## src/rtl/fdd_track_sequencer.sv

```systemverilog
// Floppy drive-side engine: head positioning, rotational word timing,
// and track-image RAM sequencing for the PPU floppy register block.
module fdd_track_sequencer #(
  parameter int          WORD_DIV    = 1600,
  parameter int          TRACK_WORDS = 3125,
  parameter int          IND_WORDS   = 8,
  parameter int          MAX_CYL     = 80,
  parameter int          STEP_SETTLE = 50000,
  parameter logic [15:0] SYNC_WORD   = 16'hA1A1,
  parameter logic [15:0] CRC_INIT    = 16'hFFFF
) (
  input  logic        ppu_vm_clk_p,
  input  logic        ppu_vm_init_i,
  input  logic [1:0]  drive,
  input  logic        motor,
  input  logic        step,
  input  logic        dir,
  input  logic        head,
  input  logic [15:0] data_out,
  input  logic        write,
  input  logic [3:0]  img_present,
  output logic [15:0] data_in,
  output logic        valid,
  output logic        sync,
  output logic        crc_ok,
  output logic        rdy,
  output logic        tr0,
  output logic        ind,
  output logic [21:0] trk_adr,
  output logic        trk_rd,
  output logic        trk_we,
  output logic [15:0] trk_dat_o,
  input  logic [15:0] trk_dat_i,
  input  logic        trk_ack
);

  localparam int TW = (WORD_DIV > 1) ? $clog2(WORD_DIV) : 1;
  localparam int SW = $clog2(STEP_SETTLE + 1);
  localparam logic [TW-1:0] T_END   = TW'(WORD_DIV - 1);
  localparam logic [11:0]   W_END   = 12'(TRACK_WORDS - 1);
  localparam logic [11:0]   W_IND   = 12'(IND_WORDS);
  localparam logic [6:0]    CYL_TOP = 7'(MAX_CYL - 1);

  typedef enum logic [1:0] {
    IDLE,
    FETCH,
    PRESENT
  } state_t;

  state_t state, state_n;

  logic [6:0]    cyl [4];
  logic [11:0]   widx;
  logic [11:0]   widx_nx;
  logic [TW-1:0] timer;
  logic [SW-1:0] settle;
  logic [1:0]    drive_q;
  logic [21:0]   adr_q;
  logic [15:0]   wr_word;
  logic [15:0]   crc;
  logic [15:0]   crc_n;
  logic [6:0]    cur_cyl;
  logic          step_q;
  logic          spin_q;
  logic          seen;
  logic          abort_q;
  logic          fetch_wr;
  logic          wr_pend;
  logic          spin;
  logic          lose;
  logic          tick;
  logic          step_rise;
  logic          rd_done;

  function automatic logic [15:0] crc16(
    input logic [15:0] c,
    input logic [15:0] d
  );
    logic [15:0] r;
    logic        fb;
    r = c;
    for (int i = 15; i >= 0; i--) begin
      fb = r[15] ^ d[i];
      r  = {r[14:0], 1'b0} ^ (fb ? 16'h1021 : 16'h0000);
    end
    return r;
  endfunction

  assign spin      = motor & img_present[drive];
  assign lose      = (spin_q & ~spin) | (drive != drive_q);
  assign tick      = (state == IDLE) & spin & (timer == T_END);
  assign widx_nx   = (widx == W_END) ? 12'd0 : widx + 12'd1;
  assign step_rise = step & ~step_q;
  assign cur_cyl   = cyl[drive];
  assign rd_done   = (state == FETCH) & trk_ack & ~fetch_wr
                   & ~abort_q & ~lose;

  // Sync word restarts the CRC from its preset
  assign crc_n = crc16((trk_dat_i == SYNC_WORD) ? CRC_INIT : crc,
                       trk_dat_i);

  assign tr0     = (cur_cyl == 7'd0);
  assign rdy     = spin & seen & (settle == '0);
  assign ind     = spin & (widx < W_IND);
  assign trk_adr = adr_q;

  always_ff @(posedge ppu_vm_clk_p) begin
    if (ppu_vm_init_i) state <= IDLE;
    else               state <= state_n;
  end

  always_comb begin
    state_n = state;
    unique case (state)
      IDLE:    if (tick) state_n = FETCH;
      FETCH: begin
        if (trk_ack) begin
          if (fetch_wr | abort_q | lose) state_n = IDLE;
          else                           state_n = PRESENT;
        end
      end
      PRESENT: state_n = IDLE;
      default: state_n = IDLE;
    endcase
  end

  always_comb begin
    trk_rd = (state == FETCH) & ~fetch_wr;
    trk_we = (state == FETCH) & fetch_wr;
    valid  = (state == PRESENT);
    sync   = (state == PRESENT) & (data_in == SYNC_WORD);
  end

  always_ff @(posedge ppu_vm_clk_p) begin
    if (ppu_vm_init_i) begin
      for (int i = 0; i < 4; i++) cyl[i] <= '0;
      widx      <= '0;
      timer     <= '0;
      settle    <= '0;
      step_q    <= 1'b0;
      spin_q    <= 1'b0;
      drive_q   <= '0;
      seen      <= 1'b0;
      abort_q   <= 1'b0;
      fetch_wr  <= 1'b0;
      wr_pend   <= 1'b0;
      wr_word   <= '0;
      adr_q     <= '0;
      trk_dat_o <= '0;
      data_in   <= '0;
      crc       <= CRC_INIT;
      crc_ok    <= 1'b0;
    end else begin
      step_q  <= step;
      spin_q  <= spin;
      drive_q <= drive;

      if (step_rise) begin
        settle <= SW'(STEP_SETTLE);
        if (dir) begin
          if (cur_cyl != CYL_TOP) cyl[drive] <= cur_cyl + 7'd1;
        end else begin
          if (cur_cyl != 7'd0) cyl[drive] <= cur_cyl - 7'd1;
        end
      end else if (settle != '0) begin
        settle <= settle - SW'(1);
      end

      if (lose)                      seen <= 1'b0;
      else if (tick && widx_nx == 0) seen <= 1'b1;

      if (!spin || state != IDLE || tick) timer <= '0;
      else                                timer <= timer + TW'(1);

      // Address and direction are frozen for the whole RAM access
      if (tick) begin
        widx      <= widx_nx;
        adr_q     <= {drive, cur_cyl, head, widx_nx};
        fetch_wr  <= wr_pend | write;
        trk_dat_o <= write ? data_out : wr_word;
        abort_q   <= 1'b0;
      end else if (state == FETCH && lose) begin
        abort_q <= 1'b0 | 1'b1;
      end

      if (write) begin
        wr_pend <= 1'b1;
        wr_word <= data_out;
      end else if (state == FETCH && trk_ack && fetch_wr) begin
        wr_pend <= 1'b0;
      end

      if (rd_done) begin
        data_in <= trk_dat_i;
        crc     <= crc_n;
        crc_ok  <= (crc_n == 16'h0000);
      end
    end
  end

endmodule

```

## config.mk

```make
export PLATFORM = sky130hd
export DESIGN_NAME = fdd_track_sequencer
export DESIGN_NICKNAME = d
export VERILOG_FILES = /design/src/rtl/fdd_track_sequencer.sv
export SDC_FILE = /design/constraint.sdc
export NUM_CORES = 1
export LEC_CHECK = 0
export ABC_AREA = 0
export CAP_MARGIN = 20
export CORE_MARGIN = 2
export CORE_UTILIZATION = 40
export CTS_BUF_LIST = sky130_fd_sc_hd__clkbuf_8
export DETAILED_ROUTE_END_ITERATION = 8
export PLACE_DENSITY = 0.7
export SLEW_MARGIN = 10
export SYNTH_ARGS = -nofsm -noshare
export SYNTH_HDL_FRONTEND = slang
export SYNTH_SLANG_ARGS = --single-unit
```

## constraint.sdc

```tcl
create_clock -name ppu_vm_clk_p -period 10.6 [get_ports ppu_vm_clk_p]
set_input_delay 2.65 -clock ppu_vm_clk_p [delete_from_list [all_inputs] [get_ports ppu_vm_clk_p]]
set_output_delay 2.65 -clock ppu_vm_clk_p [all_outputs]
set_load 0.01 [all_outputs]
```

==> report_table.html <==
<table>
<tr><th>Metric</th><th>Value</th></tr>
<tr><th colspan="2">Detailed routing</th></tr>
<tr><td>Average vias per placed instance</td><td>5.24</td></tr>
<tr><td>Final WL</td><td>17.5 mm</td></tr>
<tr><td>Detailed-route DRC error count</td><td>6</td></tr>
<tr><td>DRC marker count from the first detailed-route iteration</td><td>297</td></tr>
<tr><td>Detailed-router iteration count before antenna repair</td><td>9</td></tr>
<tr><td>Vias after detailed routing</td><td>5855</td></tr>
<tr><td>Number of antenna-violating nets in the routed design</td><td>0</td></tr>
<tr><td>Routed wire length per instance</td><td>15.7 um</td></tr>
<tr><th colspan="2">Final layout</th></tr>
<tr><td>Diode insertion count for antenna repair</td><td>0</td></tr>
<tr><td>Filler Cells Inserted</td><td>1673</td></tr>
<tr><td>Area taken by flip-flops and latches</td><td>0.00332 mm^2</td></tr>
<tr><td>Count of placed standard cells in the final layout, fillers left out</td><td>1118</td></tr>
<tr><td>Fraction of layout cells with a size suffix above 1</td><td>6.52%</td></tr>
<tr><td>Multi-input gate area</td><td>0.00383 mm^2</td></tr>
<tr><td>Syn-to-layout area delta</td><td>22.5%</td></tr>
<tr><td>Final-stage net count</td><td>932</td></tr>
<tr><th colspan="2">Outcome</th></tr>
<tr><td>Violations in the final reports</td><td>design-rule violations</td></tr>
<tr><td>Result of the run</td><td>complete, but fails checks</td></tr>
<tr><th colspan="2">Global route</th></tr>
<tr><td>GR Overflow Total</td><td>0</td></tr>
<tr><td>Pin count of the biggest net entering global routing</td><td>69</td></tr>
<tr><td>Wire length of the first global-routing pass</td><td>28.5 mm</td></tr>
<tr><td>Via count of the first global-routing pass</td><td>5576</td></tr>
<tr><td>Tot GR Track Use</td><td>18.0%</td></tr>
<tr><td>Initial antenna violation count</td><td>0</td></tr>
<tr><th colspan="2">CTS</th></tr>
<tr><td>Clock root buffer</td><td>sky130_fd_sc_hd__clkbuf_8</td></tr>
<tr><td>CTS Hold Bufs</td><td>0</td></tr>
<tr><td>Post-CTS Repair Setup Buffers</td><td>0</td></tr>
<tr><td>Count of H-tree levels built during CTS</td><td>4</td></tr>
<tr><td>Total CTS buffers</td><td>17</td></tr>
<tr><td>Clock-pin transition on the worst setup and hold timing paths</td><td>80 ps</td></tr>
<tr><td>TritonCTS clock tree</td><td>done</td></tr>
<tr><td>Number of cells upsized or downsized after cts</td><td>0</td></tr>
<tr><td>Clk sinks</td><td>152</td></tr>
<tr><td>Clock latency on the worst-skew pair</td><td>450 ps</td></tr>
<tr><td>Buffer levels on the longest clock path</td><td>2</td></tr>
<tr><th colspan="2">Timing</th></tr>
<tr><td>Fmax</td><td>120 MHz</td></tr>
<tr><td>Setup repair after global routing missed its margin</td><td>no</td></tr>
<tr><td>Worst max-slew margin expressed relative to the limit</td><td>37.5%</td></tr>
<tr><td>Worst hold slack</td><td>450 ps</td></tr>
<tr><td>Hold Fails Final Rpt</td><td>0</td></tr>
<tr><td>Endpoints failing setup</td><td>0</td></tr>
<tr><td>Final worst path period need</td><td>8350 ps</td></tr>
<tr><td>Worst setup margin</td><td>2250 ps</td></tr>
<tr><td>Final setup skew</td><td>14.1 ps</td></tr>
<tr><td>Max-slew violation total from the final report</td><td>0</td></tr>
<tr><td>Share of the cycle needed by the critical path after routing</td><td>78.8%</td></tr>
<tr><td>Summed negative setup slack over all endpoints</td><td>0 ps</td></tr>
<tr><td>Worst-Margin Slew</td><td>924 ps</td></tr>
<tr><th colspan="2">Placed design</th></tr>
<tr><td>Placer Congestion</td><td>0.839</td></tr>
<tr><td>Count of input and output buffers</td><td>107</td></tr>
<tr><td>Half-perimeter wire length after placement</td><td>12.0 mm</td></tr>
<tr><td>Placed Instances</td><td>1085</td></tr>
<tr><td>Setup WS pre-CTS</td><td>2210 ps</td></tr>
<tr><th colspan="2">Run</th></tr>
<tr><td>Number of maximum-capacitance violations</td><td>0</td></tr>
<tr><th colspan="2">Die</th></tr>
<tr><td>Die Outline Area</td><td>0.0196 mm^2</td></tr>
<tr><td>Die Wd</td><td>140 um</td></tr>
<tr><td>Io pins</td><td>108</td></tr>
<tr><td>Initial cell density of the core</td><td>41.0%</td></tr>
<tr><td>Row Count</td><td>49</td></tr>
<tr><td>Core ar.</td><td>0.0181 mm^2</td></tr>
<tr><td>Die outline height</td><td>140 um</td></tr>
<tr><th colspan="2">Logic synthesis</th></tr>
<tr><td>Post-synthesis sequential area ratio</td><td>44.8%</td></tr>
<tr><td>Number of warnings reported in the yosys synthesis log</td><td>0</td></tr>
<tr><td>Dominant cells by area after synthesis</td><td>sky130_fd_sc_hd__dfxtp_1, sky130_fd_sc_hd__edfxtp_1, sky130_fd_sc_hd__xnor2_1</td></tr>
<tr><td>Per-instance average area after synthesis</td><td>9.39 um^2</td></tr>
<tr><td>Yosys reg bits</td><td>152</td></tr>
<tr><td>Top cell types by occurrence after synthesis</td><td>sky130_fd_sc_hd__dfxtp_1, sky130_fd_sc_hd__nand2_1, sky130_fd_sc_hd__nor2_1, sky130_fd_sc_hd__xnor2_1, sky130_fd_sc_hd__a21oi_1</td></tr>
<tr><td>Post-synthesis cell type with the largest combined area</td><td>sky130_fd_sc_hd__dfxtp_1</td></tr>
<tr><td>Top-count cell post-synth</td><td>sky130_fd_sc_hd__dfxtp_1</td></tr>
<tr><td>Instance count of the mapped netlist</td><td>790</td></tr>
<tr><td>Number of enable flip-flop cells after synthesis</td><td>28</td></tr>
<tr><td>Most instantiated flip-flop cell in the synthesis netlist</td><td>sky130_fd_sc_hd__dfxtp_1</td></tr>
<tr><td>Number of nets in the synthesized netlist</td><td>846</td></tr>
<tr><td>FFs w/ async S/R, synth</td><td>0%</td></tr>
<tr><td>Area share of the largest cell type after synthesis</td><td>33.5%</td></tr>
<tr><td>Unique masters post-synth</td><td>68</td></tr>
<tr><td>Area of the mapped netlist</td><td>0.00741 mm^2</td></tr>
<tr><th colspan="2">Critical path</th></tr>
<tr><td>Category of the worst setup path capture point</td><td>output pin</td></tr>
<tr><td>Required time at the worst-slack endpoint</td><td>7950 ps</td></tr>
<tr><td>CP Data Arrival Time</td><td>5700 ps</td></tr>
<tr><td>Start-to-end type of the worst setup path</td><td>in2out</td></tr>
<tr><td>Kind of launch point of the worst setup path</td><td>input port</td></tr>
<tr><td>Critical-path maximum fanout</td><td>18</td></tr>
<tr><th colspan="2">Min path</th></tr>
<tr><td>Class of the tightest hold or removal check</td><td>reg2reg</td></tr>
<tr><th colspan="2">Power</th></tr>
<tr><td>Power after layout</td><td>1320 uW</td></tr>
<tr><td>Leak</td><td>0.00348 uW</td></tr>
<tr><td>Max VDD drop</td><td>0.0920 mV</td></tr>
<tr><td>Total power density per cell area</td><td>145 mW/mm^2</td></tr>
</table>
==> worst paths after layout <==
kind | cells past startpoint | end | from | slack (ps)
setup / recovery | 5 | tr0 | drive[0] | 2250
hold / removal | 2 | trk_adr[19]$_SDFFE_PP0P_ | trk_adr[19]$_SDFFE_PP0P_ | 450
setup reg to reg | 12 | cyl[1][6]$_SDFFCE_PN0P_ | cyl[2][0]$_SDFFCE_PN0P_ | 6690
hold reg to reg | 2 | trk_adr[19]$_SDFFE_PP0P_ | trk_adr[19]$_SDFFE_PP0P_ | 450
==> flip-flops by register name (all words and copies together) (netlist names), 2 cells and up <==
name	cells
data_in	16
settle	16
cyl	28
crc	16
state	2
wr_word	16
trk_dat_o	16
trk_adr	11
timer	11
widx	11
drive_q	2
==> critical path, cell delays in order <==
cell and delay (ps):
sky130_fd_sc_hd__clkdlybuf4s50_1 1000, sky130_fd_sc_hd__mux4_2 700, sky130_fd_sc_hd__or4_4 580, sky130_fd_sc_hd__nor3_4 190, sky130_fd_sc_hd__clkdlybuf4s50_1 580
==> report_power, final <==
part	leakage [uW]	internal (uW)	switching, uW
registers	0.00130	608	11.0
logic	0.00194	84.7	98.5
clock network	0.000246	293	224
total	0.00348	985	333
==> per-stage QoR <==
stage               util [%]  cell area (um^2)
floorplan                  -              7410
global placement        47.6              8610
detailed placement      47.6              8610
CTS                     50.1              9070
global route            50.2              9080
finish                  50.2              9080
==> cells in the final DEF (no fill, tap or decap), types with 4 or more instances in the layout <==
cell,n
sky130_fd_sc_hd__o21ai_0,25
sky130_fd_sc_hd__ha_1,9
sky130_fd_sc_hd__xor2_1,26
sky130_fd_sc_hd__and3_1,8
sky130_fd_sc_hd__mux2i_1,24
sky130_fd_sc_hd__xnor2_1,68
sky130_fd_sc_hd__nor3_1,16
sky130_fd_sc_hd__edfxtp_1,28
sky130_fd_sc_hd__or3_1,10
sky130_fd_sc_hd__nor4_1,8
sky130_fd_sc_hd__dfxtp_1,124
sky130_fd_sc_hd__a21oi_1,55
sky130_fd_sc_hd__buf_4,7
sky130_fd_sc_hd__o31ai_1,4
sky130_fd_sc_hd__nand3_1,15
sky130_fd_sc_hd__bufinv_16,5
sky130_fd_sc_hd__clkbuf_8,19
sky130_fd_sc_hd__or4_1,4
sky130_fd_sc_hd__o211ai_1,10
sky130_fd_sc_hd__nor2_1,90
sky130_fd_sc_hd__nand2_1,100
sky130_fd_sc_hd__nor2b_1,8
sky130_fd_sc_hd__nand4_1,10
sky130_fd_sc_hd__clkdlybuf4s50_1,106
sky130_fd_sc_hd__mux4_1,5
sky130_fd_sc_hd__o22a_1,16
sky130_fd_sc_hd__nand2b_1,6
sky130_fd_sc_hd__inv_1,16
==> layer usage <==
layer / part of all wire, % / up-vias / wire length (um) / global-route usage, %
met4: 0.82 / 0 / 144 / 4.52
met3: 5.5 / 12 / 962 / 4.92
li1: - / 2918 / - / -
met2: 46 / 149 / 8050 / 28.8
met5: 0 / - / 0 / 0
met1: 48 / 2776 / 8370 / 24.2
==> layout make-up <==
class                      count  share of cell area (%)
multi-input combinational    577                    42.1
sequential                   152                    36.6
timing repair buffer         115                    12.5
tap                          229                    3.15
clock buffer                  19                    2.88
clock inverter                13                    2.22
inverter                      13                   0.537
==> logic make-up after synthesis <==
logic type | after synthesis | synth area share [%]
DFF | 152 | 44.8
muxes | 33 | 6.07
adders and majority gates | 10 | 1.79
AOI/OAI and AO/OA | 129 | 10.7
buffers and inverters | 61 | 3.66
and+or+nand+nor | 306 | 20.4
xor gates and xnor gates | 99 | 12.6
No activity file was read; power rests on OpenSTA's default activity.
